**src/rtl/fcvt_pkg.sv**
```systemverilog
// Shared constants for the integer-to-single rounding pipeline: rounding-mode
// encodings, fflags bit positions and the IEEE single field geometry.
package fcvt_pkg;

    // IEEE single geometry
    localparam int FCVT_F_EXP  = 8;
    localparam int FCVT_F_FLAC = 23;
    localparam int FCVT_BIAS   = 127;

    // RISC-V rounding modes (frm / instruction rm field)
    localparam logic [2:0] RM_RNE = 3'd0;
    localparam logic [2:0] RM_RTZ = 3'd1;
    localparam logic [2:0] RM_RDN = 3'd2;
    localparam logic [2:0] RM_RUP = 3'd3;
    localparam logic [2:0] RM_RMM = 3'd4;

    // fflags bit indices, vector order {NV,DZ,OF,UF,NX}
    localparam int FF_NX = 0;
    localparam int FF_UF = 1;
    localparam int FF_OF = 2;
    localparam int FF_DZ = 3;
    localparam int FF_NV = 4;

endpackage

```
**src/rtl/fcvt_rnd_inc.sv**
```systemverilog
// Round-increment decision: from the sign, the kept lsb and the guard/sticky
// bits, decide whether the kept fraction is bumped by one ulp and whether the
// conversion is inexact. Reserved modes 5..7 fall back to round-to-nearest-even.
module fcvt_rnd_inc
    import fcvt_pkg::*;
(
    input  logic       sign,
    input  logic       lsb,
    input  logic       guard,
    input  logic       sticky,
    input  logic [2:0] rm,
    output logic       inc,
    output logic       nx
);

    // Mode-dependent increment; any discarded bit makes the result inexact
    always_comb begin
        nx = guard | sticky;
        case (rm)
            RM_RTZ:  inc = 1'b0;
            RM_RDN:  inc = sign & (guard | sticky);
            RM_RUP:  inc = ~sign & (guard | sticky);
            RM_RMM:  inc = guard;
            default: inc = guard & (sticky | lsb);
        endcase
    end

endmodule

```
**src/rtl/fcvt_round.sv**
```systemverilog
// Final rounding stage of the int64 -> single converter. Two registered
// stages with valid/ready handshakes:
//   S1 captures the kept fraction plus the round-up / inexact decision,
//   S2 applies the increment (with exponent bump on fraction carry-out)
//   and holds the packed IEEE result until writeback takes it.
// Build option FCVT_ALL_RM_EN: when defined, in_rm selects the rounding
// mode; when undefined, in_rm is ignored and round-to-nearest-even is used.
module fcvt_round
    import fcvt_pkg::*;
#(
    parameter int F_WIDTH = 32,
    parameter int F_EXP   = FCVT_F_EXP,
    parameter int F_FLAC  = FCVT_F_FLAC,
    parameter int M_WIDTH = 64
) (
    input  logic               CLK,
    input  logic               RST,
    input  logic               in_valid,
    output logic               in_ready,
    input  logic               in_sign,
    input  logic               in_zero,
    input  logic [F_EXP-1:0]   in_exp,
    input  logic [M_WIDTH-1:0] in_mant,
    input  logic [2:0]         in_rm,
    input  logic [4:0]         in_tag,
    output logic               out_valid,
    input  logic               out_ready,
    output logic [F_WIDTH-1:0] out_data,
    output logic [4:0]         out_fflags,
    output logic [4:0]         out_tag
);

    // Bit positions of the kept lsb and the guard bit inside the mantissa
    localparam int LSB_POS = M_WIDTH - F_FLAC - 1;
    localparam int G_POS   = LSB_POS - 1;

    // Stage 1 registers
    logic              s1_valid_q, s1_valid_d;
    logic              s1_sign_q,  s1_sign_d;
    logic              s1_zero_q,  s1_zero_d;
    logic [F_EXP-1:0]  s1_exp_q,   s1_exp_d;
    logic [F_FLAC-1:0] s1_frac_q,  s1_frac_d;
    logic              s1_inc_q,   s1_inc_d;
    logic              s1_nx_q,    s1_nx_d;
    logic [4:0]        s1_tag_q,   s1_tag_d;

    // Stage 2 (output) registers
    logic               out_valid_q,  out_valid_d;
    logic [F_WIDTH-1:0] out_data_q,   out_data_d;
    logic [4:0]         out_fflags_q, out_fflags_d;
    logic [4:0]         out_tag_q,    out_tag_d;

    logic              s2_adv;
    logic              s1_adv;
    logic              rnd_lsb;
    logic              rnd_guard;
    logic              rnd_sticky;
    logic [2:0]        rm_eff;
    logic              rnd_inc;
    logic              rnd_nx;
    logic [F_FLAC:0]   frac_sum;
    logic              frac_carry;
    logic [F_EXP-1:0]  exp_rnd;

    // The hidden 1 is implied by normalisation and never reaches the result
    logic unused_hidden;
    assign unused_hidden = in_mant[M_WIDTH-1];

`ifdef FCVT_ALL_RM_EN
    assign rm_eff = in_rm;
`else
    logic unused_rm;
    assign unused_rm = ^in_rm;
    assign rm_eff    = RM_RNE;
`endif

    // Handshake: a stage may load when its register is empty or draining
    always_comb begin
        s2_adv   = ~out_valid_q | out_ready;
        s1_adv   = ~s1_valid_q | s2_adv;
        in_ready = ~RST & s1_adv;
    end

    // Extract the round bits from the incoming normalised mantissa
    always_comb begin
        rnd_lsb    = in_mant[LSB_POS];
        rnd_guard  = in_mant[G_POS];
        rnd_sticky = |in_mant[G_POS-1:0];
    end

    fcvt_rnd_inc u_rnd_inc (
        .sign   (in_sign),
        .lsb    (rnd_lsb),
        .guard  (rnd_guard),
        .sticky (rnd_sticky),
        .rm     (rm_eff),
        .inc    (rnd_inc),
        .nx     (rnd_nx)
    );

    // S1 next state: capture the round decision when the stage advances
    always_comb begin
        s1_valid_d = s1_valid_q;
        s1_sign_d  = s1_sign_q;
        s1_zero_d  = s1_zero_q;
        s1_exp_d   = s1_exp_q;
        s1_frac_d  = s1_frac_q;
        s1_inc_d   = s1_inc_q;
        s1_nx_d    = s1_nx_q;
        s1_tag_d   = s1_tag_q;
        if (s1_adv) begin
            s1_valid_d = in_valid;
            if (in_valid) begin
                s1_sign_d = in_sign;
                s1_zero_d = in_zero;
                s1_exp_d  = in_exp;
                s1_frac_d = in_mant[M_WIDTH-2:LSB_POS];
                s1_inc_d  = rnd_inc;
                s1_nx_d   = rnd_nx;
                s1_tag_d  = in_tag;
            end
        end
    end

    // Apply the increment; a fraction carry-out leaves frac_sum low bits at 0
    always_comb begin
        frac_sum   = {1'b0, s1_frac_q} + {{F_FLAC{1'b0}}, s1_inc_q};
        frac_carry = frac_sum[F_FLAC];
        exp_rnd    = s1_exp_q + {{(F_EXP-1){1'b0}}, frac_carry};
    end

    // S2 next state: pack the IEEE result; a zero source gives +0.0, no flags
    always_comb begin
        out_valid_d  = out_valid_q;
        out_data_d   = out_data_q;
        out_fflags_d = out_fflags_q;
        out_tag_d    = out_tag_q;
        if (s2_adv) begin
            out_valid_d = s1_valid_q;
            if (s1_valid_q) begin
                out_tag_d    = s1_tag_q;
                out_fflags_d = '0;
                if (s1_zero_q) begin
                    out_data_d = '0;
                end else begin
                    out_data_d          = {s1_sign_q, exp_rnd, frac_sum[F_FLAC-1:0]};
                    out_fflags_d[FF_NX] = s1_nx_q;
                end
            end
        end
    end

    // State registers with synchronous reset; reset drops in-flight entries
    always_ff @(posedge CLK) begin
        if (RST) begin
            s1_valid_q   <= 1'b0;
            s1_sign_q    <= 1'b0;
            s1_zero_q    <= 1'b0;
            s1_exp_q     <= '0;
            s1_frac_q    <= '0;
            s1_inc_q     <= 1'b0;
            s1_nx_q      <= 1'b0;
            s1_tag_q     <= '0;
            out_valid_q  <= 1'b0;
            out_data_q   <= '0;
            out_fflags_q <= '0;
            out_tag_q    <= '0;
        end else begin
            s1_valid_q   <= s1_valid_d;
            s1_sign_q    <= s1_sign_d;
            s1_zero_q    <= s1_zero_d;
            s1_exp_q     <= s1_exp_d;
            s1_frac_q    <= s1_frac_d;
            s1_inc_q     <= s1_inc_d;
            s1_nx_q      <= s1_nx_d;
            s1_tag_q     <= s1_tag_d;
            out_valid_q  <= out_valid_d;
            out_data_q   <= out_data_d;
            out_fflags_q <= out_fflags_d;
            out_tag_q    <= out_tag_d;
        end
    end

    assign out_valid  = out_valid_q;
    assign out_data   = out_data_q;
    assign out_fflags = out_fflags_q;
    assign out_tag    = out_tag_q;

endmodule
```
**config.mk**
```make
export PLATFORM = sky130hd
export DESIGN_NAME = fcvt_round
export DESIGN_NICKNAME = d
export VERILOG_FILES = /design/src/rtl/fcvt_pkg.sv /design/src/rtl/fcvt_rnd_inc.sv /design/src/rtl/fcvt_round.sv
export SDC_FILE = /design/constraint.sdc
export NUM_CORES = 1
export LEC_CHECK = 0
export ABC_AREA = 1
export BUFFER_PORTS_ARGS = -buffer_cell sky130_fd_sc_hd__buf_2
export CAP_MARGIN = 20
export CORE_AREA = 3 3 96 98
export DETAILED_ROUTE_END_ITERATION = 8
export DIE_AREA = 0 0 99 101
export PLACE_DENSITY = 0.71
export SLEW_MARGIN = 20
export SYNTH_ARGS = -nofsm -noshare
export SYNTH_HDL_FRONTEND = slang
export SYNTH_SLANG_ARGS = --single-unit
```
**constraint.sdc**
```tcl
create_clock -name CLK -period 4.5 [get_ports CLK]
set_input_delay 0.45 -clock CLK [delete_from_list [all_inputs] [get_ports CLK]]
set_output_delay 0.45 -clock CLK [all_outputs]
set_load 0.02 [all_outputs]
```
## Yosys cells after proc, flatten, opt, wreduce, memory -nomap -nowiden

Index checks and enable logic that the tools add are counted.

- Bits in registers: 80
- Output and inout bits: 44
- Word-level logic and storage cells: 28

- Bitwise logic cells: 9
- Reduce and logical (&&, ||, !) cells: 3
- Mux-type cells: 2
- $add $sub $neg: 2

Operators with widths:

| kind | number |
|---|---|
| OR reduction 39 bit | 1 |
| 2-to-1 mux 32 bit | 1 |
| adder 23 x 1 -> 24 bit | 1 |
| adder 8 x 1 -> 8 bit | 1 |
| OR 1 bit | 4 |
| AND reduction 2 bit | 2 |
| NOT 1 bit | 3 |
| bitwise AND 1 bit | 2 |
| 2-to-1 mux 1 bit | 1 |

## Logic depth before layout (Yosys ltp)

Gate-level depths: netlist of the first run.

- Depth after elaboration: 4
- Gate-level depth with buffers: 15
- Gate-level depth less buffers: 15

## Modules after synthesis

A second synthesis of the first run with hierarchy kept.

- Cell total of the unflattened synthesis: 512
- Area total of the unflattened synthesis: 3701.0 um2

Modules (own cells, without submodules):

| module | times used | cells each | area an instance (um2) | seq. area each (um2) |
|---|---|---|---|---|
| fcvt_round | 1 | 497 | 3634.7 | 1601.5 |
| fcvt_rnd_inc | 1 | 15 | 66.3 | 0.0 |

## Least setup slack after synthesis of the first run

Ideal clock, no wire load.

- Path type: register to register
- Start point: register s1_frac_q[0]
- End point: register out_data_q[29], in the netlist out_data[29]
- Stages on the path, launching flop included: 16
- Slack: 2.488 ns
- Data arrival time: 1.942 ns
- Library setup time: 0.070 ns
- Period minus slack after synthesis: 2.012 ns
- Path buffers: 0
- Cells stage by stage: dfxtp_1 -> ha_1 -> nand2_1 -> nor2_8 -> nand2_4 -> nor2_8 -> nand3_2 -> nor3_2 -> ha_1 -> ha_1 -> nand2_1 -> nor2_1 -> a21oi_1 -> nor2_1 -> nand2_1 -> a21oi_1

- Cells in the longest elaborated chain, start to end: 3

Ends and longest elaborated chain:

| element | line | text |
|---|---|---|
| start, declared | fcvt_round.sv:42 | `logic [F_FLAC-1:0] s1_frac_q, s1_frac_d;` |
| start signal, assigned | fcvt_round.sv:173 | `s1_frac_q <= s1_frac_d;` |
| adder 23 x 1 -> 24 bit | fcvt_round.sv:127 | `frac_sum = {1'b0, s1_frac_q} + {{F_FLAC{1'b0}}, s1_inc_q};` |
| adder 8 x 1 -> 8 bit | fcvt_round.sv:129 | `exp_rnd = s1_exp_q + {{(F_EXP-1){1'b0}}, frac_carry};` |
| 2-to-1 mux 32 bit | fcvt_round.sv:143 | `if (s1_zero_q) begin` |
| end signal, assigned | fcvt_round.sv:178 | `out_data_q <= out_data_d;` |
| end, declared | fcvt_round.sv:49 | `logic [F_WIDTH-1:0] out_data_q, out_data_d;` |

Every way passes these cells.
A chain may end at the register's enable or synchronous reset.

## Worst setup path after layout of the first run

- Start point: input RST
- End point: output in_ready

- Cells in the longest elaborated chain, start to end: 2

Ends and longest elaborated chain:

| element | line | text |
|---|---|---|
| start, declared | fcvt_round.sv:17 | `input logic RST,` |
| NOT 1 bit | fcvt_round.sv:81 | `in_ready = ~RST & s1_adv;` |
| bitwise AND 1 bit | fcvt_round.sv:81 |  |
| end, declared | fcvt_round.sv:19 | `output logic in_ready,` |

Every way passes these cells.

==> results of run 1 <==
power by group:
part	switching, uW	internal (uW)	total (uW)
sequential	31.8	747	778
clock	283	376	660
combinational	115	71.6	187
final timing paths:
path / slack (ns) / from / cells past startpoint / endpoint
max: 1.47 / RST / 5 / in_ready
min: 0.34 / in_tag[0] / 3 / s1_tag_q[0]
max reg2reg: 2.10 / s1_frac_q[0] / 15 / out_data[29]
min reg2reg: 0.46 / out_data[18] / 2 / out_data[18]
synthesized netlist by cell type:
library cell,n
nand2_4,1
nand2_1,79
buf_2,4
inv_2,7
inv_1,27
nor3_1,3
buf_4,5
a21oi_2,3
ha_1,4
nor2_1,105
nand3_1,31
dfxtp_1,80
nor3_2,1
nand4_1,7
a21o_1,1
o21bai_1,8
o21ai_1,5
clkbuf_1,11
nand3_2,5
o21ai_0,47
o211ai_1,1
nor2_8,2
clkbuf_2,1
nor2_4,6
a21oi_1,49
nand2_2,11
nand3b_1,1
buf_6,1
a22oi_1,2
nor2_2,6
buf_1,3
inv_6,1
conb_1,1
area by class of cell:
| cell class | instances | area [sq um] | share of cell area [%] |
|---|---|---|---|
| clock inverter | 7 | 126 | 2.74 |
| tap | 108 | 135 | 2.93 |
| timing repair buffer | 121 | 606 | 13.1 |
| sequential | 80 | 1600 | 34.7 |
| inverter | 35 | 136 | 2.96 |
| multi-input combinational | 382 | 1880 | 40.8 |
| clock buffer | 9 | 124 | 2.69 |
layer usage:
| metal | wire length (microns) | share of wire, % | global-route usage (%) |
|---|---|---|---|
| met5 | 0 | 0 | 0 |
| met4 | 108 | 1.1 | 7.25 |
| met3 | 534 | 5.6 | 4.98 |
| met2 | 4840 | 51 | 33.7 |
| met1 | 4050 | 43 | 22.4 |
critical path, cell delays in order:
cell	delay, ns
buf_2	0.57
clkinv_1	1.01
nand2_1	0.31
inv_1	0.06
buf_2	0.16
cell families (layout without fill, tap and decap cells):
logic type / count (synthesis) / count (layout) / share of synthesized area [%]
compound gates: 116 / 116 / 16.6
fa+ha+maj: 4 / 4 / 1.34
buf+inv: 60 / 172 / 7.03
flops: 80 / 80 / 42.9
other cells: 1 / 4 / 0.100
simple gates: 258 / 258 / 32.0
per-stage QoR:
stage | worst slack [ns] | utilization (%)
floorplan | 2.49 | -
global placement | 1.89 | 51.0
detailed placement | 1.86 | 51.0
CTS | 1.86 | 54.0
global route | 1.20 | 54.0
finish | 1.47 | 54.0
flip-flops by register name (all words and copies together) (netlist names):
name / cells
out_data: 32
out_fflags: 1
out_tag: 5
out_valid: 1
s1_exp_q: 8
s1_frac_q: 23
s1_inc_q: 1
s1_nx_q: 1
s1_sign_q: 1
s1_tag_q: 5
s1_valid_q: 1
s1_zero_q: 1
==> load_flow_metrics.sql, run 1 <==
INSERT INTO impl_metrics (metric_group, metric, value, unit) VALUES
('floorplan', 'top_level_ports', '130', ''),
('cts', 'ctsLongestPathBuffers', '2', ''),
('synthesis', 'synth_seq_cells', '80', ''),
('cells_and_area', 'final_design_area_no_fill', '4610', 'sq um'),
('global_routing', 'number_of_global_route_vias_before_repair', '3485', ''),
('timing', 'rsz0062_at_grt', 'false', ''),
('synthesis', 'synth.yosys.warnings', '0', ''),
('floorplan', 'placement_rows', '34', ''),
('routing', 'route.final.wire_length', '9530', 'microns'),
('cells_and_area', 'area_growth', '23.4', '%'),
('routing', 'viasPerCell', '4.89', ''),
('routing', 'routedWlPerCell', '12.8', 'microns'),
('synthesis', 'yosysTopAreaCellShare', '42.9', '%'),
('timing', 'count_of_final_max_slew_check_failures', '0', ''),
('routing', 'drtAntennaViolNets', '0', ''),
('outcome', 'outcome', 'finished, final reports clean', ''),
('min_path', 'min-delay-path-class', 'in2reg', ''),
('cts', 'clk_pin_slew_worst_paths', '0.09', 'ns'),
('synthesis', 'synth_area', '3740', 'sq um'),
('cells_and_area', 'post_route_cells_drive_above_1_share', '28.4', '%'),
('power', 'ir_drop', '0.000153', 'V'),
('cts', 'clock-root-buffer', 'clkbuf_8', ''),
('placed_design', 'port_buffers', '121', ''),
('cts', 'numClockSinks', '80', ''),
('global_routing', 'grt_util_all_layers', '19.2', '%'),
('timing', 'worst-slew-pin-transition', '0.973', 'ns'),
('global_routing', 'grt_pass1_wl', '15500', 'microns'),
('synthesis', 'synth_top_cells_by_area', 'dfxtp_1 (43%), nor2_1 (11%), nand2_1 (7.9%)', ''),
('timing', 'hold-worst-slack', '0.337', 'ns'),
('cells_and_area', 'layout.nets', '719', ''),
('cts', 'post_cts_resize_count', '0', ''),
('cts', 'cts_max_level', '3', ''),
('run', 'max-cap-violations', '0', ''),
('timing', 'report.final.setup_viol', '0', ''),
('power', 'cellLeakagePower', '0.00208', 'uW'),
('setup_path', 'critical_path_peak_fanout', '45', ''),
('timing', 'post-route-min-period', '3.03', 'ns'),
('floorplan', 'die_height', '101', 'microns'),
('global_routing', 'gr-total-overflow', '0', ''),
('cells_and_area', 'layout.cells.most_common', 'buf_2', ''),
('floorplan', 'initial_core_util', '43.7', '%'),
('cts', 'cts_inserted_buffers', '9', ''),
('routing', 'num_vias', '3628', ''),
('timing', 'fmaxAchievable', '330', 'MHz'),
('setup_path', 'worstPathRequired', '4.05', 'ns'),
('setup_path', 'timing.critical_path.to_type', 'output pin', ''),
('power', 'cellPowerDensity', '352', 'nW/um^2'),
('floorplan', 'core_region_area', '8550', 'sq um'),
('power', 'total_power', '1620', 'uW'),
('cts', 'worst_skew_pair.late_latency', '0.35', 'ns'),
('setup_path', 'cp-start-kind', 'input pin', ''),
('timing', 'worst_relative_slew_slack', '34.8', '%'),
('cts', 'tritoncts', 'yes', ''),
('synthesis', 'share_of_the_yosys_chip_area_belonging_to_registers', '42.9', '%'),
('cts', 'cts_post_setup_buffers_inserted', '0', ''),
('setup_path', 'path_class', 'in2out', ''),
('placed_design', 'place.gp.congestion', '0.877', ''),
('synthesis', 'synth_cell_types', '33', ''),
('placed_design', 'post_dp_cell_area', '4360', 'sq um'),
('global_routing', 'maximum_number_of_pins_on_one_net_before_global_route_repair', '55', ''),
('cells_and_area', 'final_cells', '742', ''),
('floorplan', 'die_width', '99', 'microns'),
('timing', 'final.setup.tns', '0', 'ns'),
('routing', 'post-route-drc-count', '0', ''),
('synthesis', 'yosysTopAreaCell', 'dfxtp_1', ''),
('placed_design', 'detailedPlacementHpwl', '7000', 'microns'),
('cells_and_area', 'mostFrequentLayoutCells', 'buf_2 (121), nor2_1 (105), dfxtp_1 (80)', ''),
('floorplan', 'die_area', '10000', 'sq um'),
('cells_and_area', 'fillerInstances', '852', ''),
('global_routing', 'grt_antenna_before_repair', '0', ''),
('cts', 'hold_buffers', '0', ''),
('synthesis', 'netlist_instances', '519', ''),
('routing', 'initialDrtViolationCount', '131', ''),
('routing', 'first_pass_iters', '4', ''),
('placed_design', 'place_inst', '726', ''),
('setup_path', 'worst_ep_arrival_time', '2.58', 'ns'),
('cells_and_area', 'diodes', '0', ''),
('synthesis', 'syn-mean-instance-area', '7.20', 'sq um'),
('timing', 'worst_clock_skew', '0.00913', 'ns'),
('timing', 'fin_crit_share', '67.2', '%'),
('timing', 'hold_viol', '0', '');
Power figures use the tool's default switching activity.
==> inputs of run 2 (changes only) <==
--- a/config.mk
+++ b/config.mk
@@ -5,13 +5,13 @@
 export SDC_FILE = /design/constraint.sdc
 export NUM_CORES = 1
 export LEC_CHECK = 0
-export ABC_AREA = 1
+export ABC_AREA = 0
 export BUFFER_PORTS_ARGS = -buffer_cell sky130_fd_sc_hd__buf_2
 export CAP_MARGIN = 20
-export CORE_AREA = 3 3 96 98
+export CORE_AREA = 3 3 92 94
 export DETAILED_ROUTE_END_ITERATION = 8
-export DIE_AREA = 0 0 99 101
-export PLACE_DENSITY = 0.71
+export DIE_AREA = 0 0 95 97
+export PLACE_DENSITY = 0.73
 export SLEW_MARGIN = 20
 export SYNTH_ARGS = -nofsm -noshare
 export SYNTH_HDL_FRONTEND = slang
==> constraint.sdc (replaced) <==
create_clock -name CLK -period 3 [get_ports CLK]
set_input_delay 0.3 -clock CLK [delete_from_list [all_inputs] [get_ports CLK]]
set_output_delay 0.3 -clock CLK [all_outputs]
set_load 0.02 [all_outputs]
==> run 2 against run 1 <==
Effect of this change: critical path depth is 5 higher; non-clock buffer count up 5; register-to-register slack lost 1.3 ns; synthesized cell count shrank 16%; critical endpoint is now out_data[27]; via count decreased by 6.8%; clock power grew 27%; count of clock-buffer cells in the layout unchanged.
==> load_flow_metrics.sql, run 2 <==
INSERT INTO impl_metrics (metric_group, metric, value, unit) VALUES
('power', 'comb_power_share', '10.2', '%'),
('synthesis', 'yosysTopAreaCellShare', '46.3', '%'),
('setup_path', 'worst_path_largest_cell_delay', '0.43', 'ns'),
('cts', 'worst_skew_pair.late_latency', '0.34', 'ns'),
('synthesis', 'async_flop_share', '0', '%'),
('routing', 'initialDrtViolationCount', '117', ''),
('power', 'power_report.internal_total', '1660', 'uW'),
('placed_design', 'post_place_setup_slack', '0.780', 'ns'),
('setup_path', 'cp-start-kind', 'flip-flop', ''),
('cells_and_area', 'fillerInstances', '718', ''),
('synthesis', 'synth_most_common_cell', 'nand2_1', ''),
('global_routing', 'maximum_number_of_pins_on_one_net_before_global_route_repair', '62', ''),
('synthesis', 'synth_top_cells_by_area', 'dfxtp_1 (46%), nand2_1 (13%), a21oi_1 (8.1%)', ''),
('setup_path', 'timing.critical_path.to_type', 'flip-flop', ''),
('cells_and_area', 'largest_register_ffs', '32', ''),
('power', 'power.share.switching', '24.9', '%'),
('cells_and_area', 'layout.cells.most_common', 'buf_2', ''),
('synthesis', 'synth_cell_types', '35', ''),
('power', 'power_frac_seq', '52.0', '%'),
('routing', 'num_vias', '3380', ''),
('placed_design', 'port_buffers', '121', ''),
('timing', 'worst_relative_slew_slack', '34.1', '%'),
('timing', 'hold_viol', '0', ''),
('cells_and_area', 'diodes', '0', ''),
('cts', 'hold_buffers', '0', ''),
('routing', 'routedWlPerCell', '13.8', 'microns'),
('cts', 'tritoncts', 'yes', ''),
('floorplan', 'die_height', '97', 'microns'),
('cts', 'post_cts_resize_count', '0', ''),
('timing', 'report.final.setup_viol', '0', ''),
('outcome', 'outcome', 'finished, final reports clean', ''),
('timing', 'post-route-min-period', '2.24', 'ns'),
('floorplan', 'die_width', '95', 'microns'),
('power', 'ir_drop', '0.000276', 'V'),
('cells_and_area', 'mostFrequentLayoutCells', 'buf_2 (121), nand2_1 (119), dfxtp_1 (80)', ''),
('setup_path', 'crit_chain', 'nand4_1 -> buf_4 -> nor3_1 -> and3_1 -> ha_1 -> ha_1 -> nand3_1 -> xnor2_1 -> a22oi_1 -> nor2_1', ''),
('synthesis', 'yosys_most_used_dff', 'dfxtp_1', ''),
('timing', 'count_of_final_max_slew_check_failures', '0', ''),
('synthesis', 'synth.yosys.warnings', '0', ''),
('timing', 'rsz0062_at_grt', 'false', ''),
('routing', 'drtAntennaViolNets', '0', ''),
('min_path', 'min-delay-path-class', 'in2reg', ''),
('setup_path', 'cpLargestDelayFamily', 'simple AND/OR/NAND/NOR gates', ''),
('run', 'max-cap-violations', '0', ''),
('global_routing', 'gr-total-overflow', '0', ''),
('synthesis', 'yosysTopAreaCell', 'dfxtp_1', ''),
('global_routing', 'grt_util_all_layers', '20.1', '%'),
('routing', 'post-route-drc-count', '0', ''),
('power', 'cellLeakagePower', '0.00182', 'uW'),
('floorplan', 'die_area', '9220', 'sq um'),
('timing', 'timing.final.ws_setup', '0.757', 'ns'),
('floorplan', 'top_level_ports', '130', ''),
('power', 'clockPowerShare', '37.8', '%'),
('setup_path', 'worst_ep_arrival_time', '2.45', 'ns'),
('power', 'cellPowerDensity', '512', 'nW/um^2'),
('synthesis', 'syn-mean-instance-area', '7.92', 'sq um'),
('placed_design', 'detailedPlacementHpwl', '6740', 'microns'),
('synthesis', 'post_synth_most_frequent_cells', 'nand2_1 (119), dfxtp_1 (80), a21oi_1 (56)', ''),
('power', 'p_switching', '551', 'uW'),
('setup_path', 'critPathBufInv', '1', ''),
('cts', 'numClockSinks', '80', ''),
('synthesis', 'share_of_the_yosys_chip_area_belonging_to_registers', '46.3', '%'),
('synthesis', 'synth_seq_cells', '80', ''),
('cts', 'cts_max_level', '3', ''),
('cells_and_area', 'layout.nets', '637', ''),
('routing', 'viasPerCell', '5.18', ''),
('cts', 'ctsLongestPathBuffers', '2', ''),
('synthesis', 'netlist_instances', '437', ''),
('min_path', 'hold_start', 'in_mant[50]', ''),
('cells_and_area', 'post_route_cells_drive_above_1_share', '26.2', '%'),
('placed_design', 'place.gp.congestion', '0.848', ''),
('setup_path', 'crit-reg2reg-launch', 's1_frac_q[3]', ''),
('setup_path', 'timing.critical_path.mode_cell', 'ha_1', ''),
('cts', 'cts_post_setup_buffers_inserted', '0', ''),
('timing', 'worst-slew-pin-transition', '0.986', 'ns'),
('routing', 'route.final.wire_length', '9030', 'microns'),
('cts', 'cts_inserted_buffers', '9', ''),
('routing', 'first_pass_iters', '4', ''),
('setup_path', 'crit_start', 's1_frac_q[3]', ''),
('timing', 'fmaxAchievable', '446', 'MHz'),
('floorplan', 'core_region_area', '7730', 'sq um'),
('global_routing', 'grt_pass1_wl', '14800', 'microns'),
('timing', 'worst_clock_skew', '0.00834', 'ns'),
('global_routing', 'number_of_global_route_vias_before_repair', '3308', ''),
('floorplan', 'placement_rows', '32', ''),
('synthesis', 'number_of_flops_mapped_to_enable_cells_by_yosys', '0', ''),
('cts', 'clock-root-buffer', 'clkbuf_8', ''),
('global_routing', 'grt_antenna_before_repair', '0', ''),
('setup_path', 'worstPathRequired', '3.21', 'ns'),
('setup_path', 'cpMaxStageDelayCell', 'dfxtp_1', ''),
('timing', 'final.setup.tns', '0', 'ns'),
('timing', 'fin_crit_share', '74.8', '%'),
('synthesis', 'synth_area', '3460', 'sq um'),
('floorplan', 'initial_core_util', '44.8', '%'),
('cells_and_area', 'area_growth', '24.8', '%'),
('setup_path', 'path_class', 'reg2reg', ''),
('setup_path', 'critical_path_peak_fanout', '12', ''),
('cts', 'clk_pin_slew_worst_paths', '0.08', 'ns');
## run 2: cell types whose count changed after synthesis, moves of 8 or more
cell	delta
nor2_1	-90
nand2_1	+40
o21ai_0	-32
inv_1	-18
nand3_1	-17
nor4_1	+16
xnor2_1	+15
nand2_2	-11
clkbuf_1	+10
o21bai_1	-8
## run 2: area by class of cell
cell class / instances / area [sq um] / share of cell area (%)
inverters: 9 / 33.8 / 0.782
multi-input cells: 321 / 1710 / 39.5
repair buffers: 126 / 643 / 14.9
clock buffers: 9 / 124 / 2.87
flip-flops and latches: 80 / 1600 / 37.1
well taps: 102 / 128 / 2.95
clock inverters: 5 / 83.8 / 1.94
## run 2: stage by stage
step | instances | cell area (sq um) | utilization, % | hold slack [ns] | total power, uW
after global placement | 638 | 4110 | 53.2 | 0.430 | 1400
after floorplan | 440 | 3470 | - | 0.432 | 1300
after detailed placement | 638 | 4110 | 53.2 | 0.440 | 1400
after CTS | 652 | 4320 | 55.9 | 0.180 | 2240
after global routing | 652 | 4320 | 55.9 | 0.176 | 2320
final | 652 | 4320 | 55.9 | 0.192 | 2210
## run 2: final timing paths
kind | endpoint | slack (ns) | cells past startpoint
setup / recovery | out_data[27] | 0.76 | 10
hold / removal | s1_frac_q[10] | 0.19 | 3
setup reg to reg | out_data[27] | 0.76 | 10
hold reg to reg | out_data[15] | 0.45 | 2
## run 2: logic make-up after synthesis
| logic type | Yosys count | share of synthesized area, % |
|---|---|---|
| other | 1 | 0.108 |
| and+or+nand+nor | 206 | 27.9 |
| DFF | 80 | 46.3 |
| AOI/OAI and AO/OA | 87 | 14.1 |
| adders and majority gates | 4 | 1.45 |
| buffers and inverters | 39 | 5.10 |
| xor gates and xnor gates | 20 | 5.06 |
## run 2: worst min-delay path: cells and delay by family
family / cells / cell delay, ns
AND/OR/NAND/NOR: 1 / 0.05
AO/OA/AOI/OAI: 1 / 0.05
buffers and inverters: 1 / 0.09
## run 2: metal layers
| metal | wire length, microns | track usage [%] |
|---|---|---|
| met5 | 0 | 0 |
| met4 | 164 | 6.10 |
| met3 | 773 | 6.30 |
| met2 | 4460 | 35.1 |
| met1 | 3630 | 23.0 |
## run 2: power by group through the flow
stage	logic (uW)	registers [uW]	clock network, uW
CTS	229	1150	859
global placement	224	1170	0
detailed placement	228	1170	0
finish	226	1150	836
global route	255	1160	905
floorplan	124	1180	0
==> inputs of run 3 (changes only) <==
==> constraint.sdc (replaced) <==
create_clock -name CLK -period 2.1 [get_ports CLK]
set_input_delay 0.21 -clock CLK [delete_from_list [all_inputs] [get_ports CLK]]
set_output_delay 0.21 -clock CLK [all_outputs]
set_load 0.02 [all_outputs]
==> run 3 against run 2 <==
Effect of this change: clock skew rose by 0.0041 ns; die area did not move; routed wire length rose by 2.5%; highest routed layer unchanged; maximum frequency rose by 13%; largest power group unchanged; critical path type unchanged.
==> load_flow_metrics.sql, run 3 (synthesized netlist as in run 2, its figures left out) <==
INSERT INTO impl_metrics (metric_group, metric, value, unit) VALUES
('cells_and_area', 'layout.nets', '656', ''),
('cts', 'worst_skew_pair.late_latency', '0.37', 'ns'),
('floorplan', 'initial_core_util', '44.8', '%'),
('routing', 'first_pass_iters', '4', ''),
('power', 'ir_drop', '0.000354', 'V'),
('setup_path', 'critical_path_peak_fanout', '3', ''),
('cts', 'numClockSinks', '80', ''),
('timing', 'hold_viol', '0', ''),
('timing', 'worst_relative_slew_slack', '33.4', '%'),
('setup_path', 'crit_chain', 'ha_2 -> nand3_4 -> nor3_4 -> and3_1 -> ha_1 -> ha_4 -> nand3_1 -> xnor2_1 -> a22oi_1 -> nor2_1', ''),
('cells_and_area', 'largest_register_ffs', '32', ''),
('floorplan', 'core_region_area', '7730', 'sq um'),
('floorplan', 'top_level_ports', '130', ''),
('cells_and_area', 'layout.cells.most_common', 'buf_2', ''),
('setup_path', 'critPathBufInv', '0', ''),
('global_routing', 'grt_util_all_layers', '20.9', '%'),
('global_routing', 'gr-total-overflow', '0', ''),
('cts', 'cts_post_setup_buffers_inserted', '0', ''),
('routing', 'num_vias', '3436', ''),
('cts', 'cts_max_level', '3', ''),
('power', 'cellPowerDensity', '701', 'nW/um^2'),
('power', 'total_power', '3150', 'uW'),
('cells_and_area', 'finalCoreUtilization', '58.2', '%'),
('cells_and_area', 'diodes', '0', ''),
('setup_path', 'crit-reg2reg-launch', 's1_frac_q[0]', ''),
('setup_path', 'cp-start-kind', 'flip-flop', ''),
('cts', 'ctsLongestPathBuffers', '2', ''),
('global_routing', 'grt_pass1_wl', '15200', 'microns'),
('placed_design', 'place.gp.congestion', '0.837', ''),
('min_path', 'min-delay-path-class', 'in2reg', ''),
('routing', 'drtAntennaViolNets', '0', ''),
('setup_path', 'worst_path_largest_cell_delay', '0.34', 'ns'),
('cts', 'clk_pin_slew_worst_paths', '0.09', 'ns'),
('timing', 'worst-slew-pin-transition', '0.996', 'ns'),
('routing', 'post-route-drc-count', '0', ''),
('cells_and_area', 'final_design_area_no_fill', '4490', 'sq um'),
('floorplan', 'die_area', '9220', 'sq um'),
('setup_path', 'timing.critical_path.to_type', 'flip-flop', ''),
('floorplan', 'die_width', '95', 'microns'),
('placed_design', 'port_buffers', '121', ''),
('power', 'cellLeakagePower', '0.00192', 'uW'),
('run', 'max-cap-violations', '0', ''),
('cells_and_area', 'area_growth', '29.8', '%'),
('timing', 'count_of_final_max_slew_check_failures', '0', ''),
('floorplan', 'die_height', '97', 'microns'),
('setup_path', 'worstPathRequired', '2.34', 'ns'),
('global_routing', 'number_of_global_route_vias_before_repair', '3322', ''),
('routing', 'routedWlPerCell', '13.8', 'microns'),
('global_routing', 'maximum_number_of_pins_on_one_net_before_global_route_repair', '61', ''),
('timing', 'report.final.setup_viol', '0', ''),
('setup_path', 'path_class', 'reg2reg', ''),
('routing', 'viasPerCell', '5.11', ''),
('timing', 'worst_clock_skew', '0.0125', 'ns'),
('global_routing', 'grt_antenna_before_repair', '0', ''),
('timing', 'post-route-min-period', '1.98', 'ns'),
('placed_design', 'post_dp_cell_area', '4260', 'sq um'),
('min_path', 'hold_start', 'in_exp[5]', ''),
('cts', 'clock-root-buffer', 'clkbuf_8', ''),
('setup_path', 'worst_ep_arrival_time', '2.22', 'ns'),
('setup_path', 'crit_start', 's1_frac_q[0]', ''),
('routing', 'route.final.wire_length', '9260', 'microns'),
('setup_path', 'cpLargestDelayFamily', 'simple AND/OR/NAND/NOR gates', ''),
('cells_and_area', 'post_route_cells_drive_above_1_share', '29.8', '%'),
('timing', 'fin_crit_share', '94.2', '%'),
('timing', 'fmaxAchievable', '505', 'MHz'),
('outcome', 'outcome', 'finished, final reports clean', ''),
('cts', 'hold_buffers', '0', ''),
('setup_path', 'cpMaxStageDelayCell', 'dfxtp_1', ''),
('placed_design', 'detailedPlacementHpwl', '6920', 'microns'),
('routing', 'initialDrtViolationCount', '154', ''),
('floorplan', 'placement_rows', '32', ''),
('cells_and_area', 'mostFrequentLayoutCells', 'buf_2 (121), nand2_1 (119), dfxtp_1 (80)', ''),
('cts', 'tritoncts', 'yes', ''),
('cts', 'cts_inserted_buffers', '9', '');
## run 3: cell count changes in the layout (fill, tap and decap cells not counted), sizes merged
| cell | delta |
|---|---|
| clkinvlp | +1 |
| bufinv | -1 |
| inv | +2 |
| buf | +19 |
## run 3: stage by stage
| stage | std cells | worst slack, ns | TNS, ns | hold WS (ns) |
|---|---|---|---|---|
| 6_report | 673 | 0.121 | 0 | 0.0680 |
| 5_1_grt | 673 | -0.0189 | -0.0189 | 0.0605 |
| 4_1_cts | 673 | 0.0405 | 0 | 0.0585 |
| 3_5_place_dp | 657 | -0.0421 | -0.0421 | 0.442 |
| 3_3_place_gp | 657 | 0.0519 | 0 | 0.433 |
| 2_1_floorplan | 440 | 0.120 | 0 | 0.343 |
## run 3: worst paths after layout
kind / to / slack, ns / depth (start not counted)
setup / recovery: out_data[27] / 0.12 / 10
hold / removal: s1_exp_q[5] / 0.07 / 3
setup reg to reg: out_data[27] / 0.12 / 10
hold reg to reg: out_data[15] / 0.46 / 2
## run 3: tightest hold or removal path: cells and delay by family
kind,cells,cell delay (ns)
buffers and inverters,1,0.09
AO/OA/AOI/OAI,1,0.05
AND/OR/NAND/NOR,1,0.04
## run 3: layer usage
layer | vias to the layer above | routed length, microns | GRT usage [%]
li1 | 1749 | - | -
met1 | 1557 | 3830 | 26.0
met2 | 117 | 4540 | 34.4
met3 | 13 | 729 | 6.22
met4 | 0 | 156 | 6.77
met5 | - | 0 | 0
## run 3: power by group
part	leakage (uW)	switching, uW	internal, uW	total (uW)
Combinational	0.00118	206	153	359
Sequential	0.000654	49.2	1580	1630
Clock	0.0000925	604	558	1160
Total	0.00192	859	2290	3150
## run 3: layout make-up
class | instances | area [sq um]
fill | 734 | 3230
multi-input combinational | 321 | 1740
sequential | 80 | 1600
timing repair buffer | 145 | 786
tap | 102 | 128
clock buffer | 9 | 124
clock inverter | 7 | 78.8
inverter | 9 | 33.8
## run 3: what timing repair did
item	CTS	global route
endpoints found under the hold margin	0	0
setup endpoints to repair	2	3
resized for setup	1	6
pin swaps	0	0
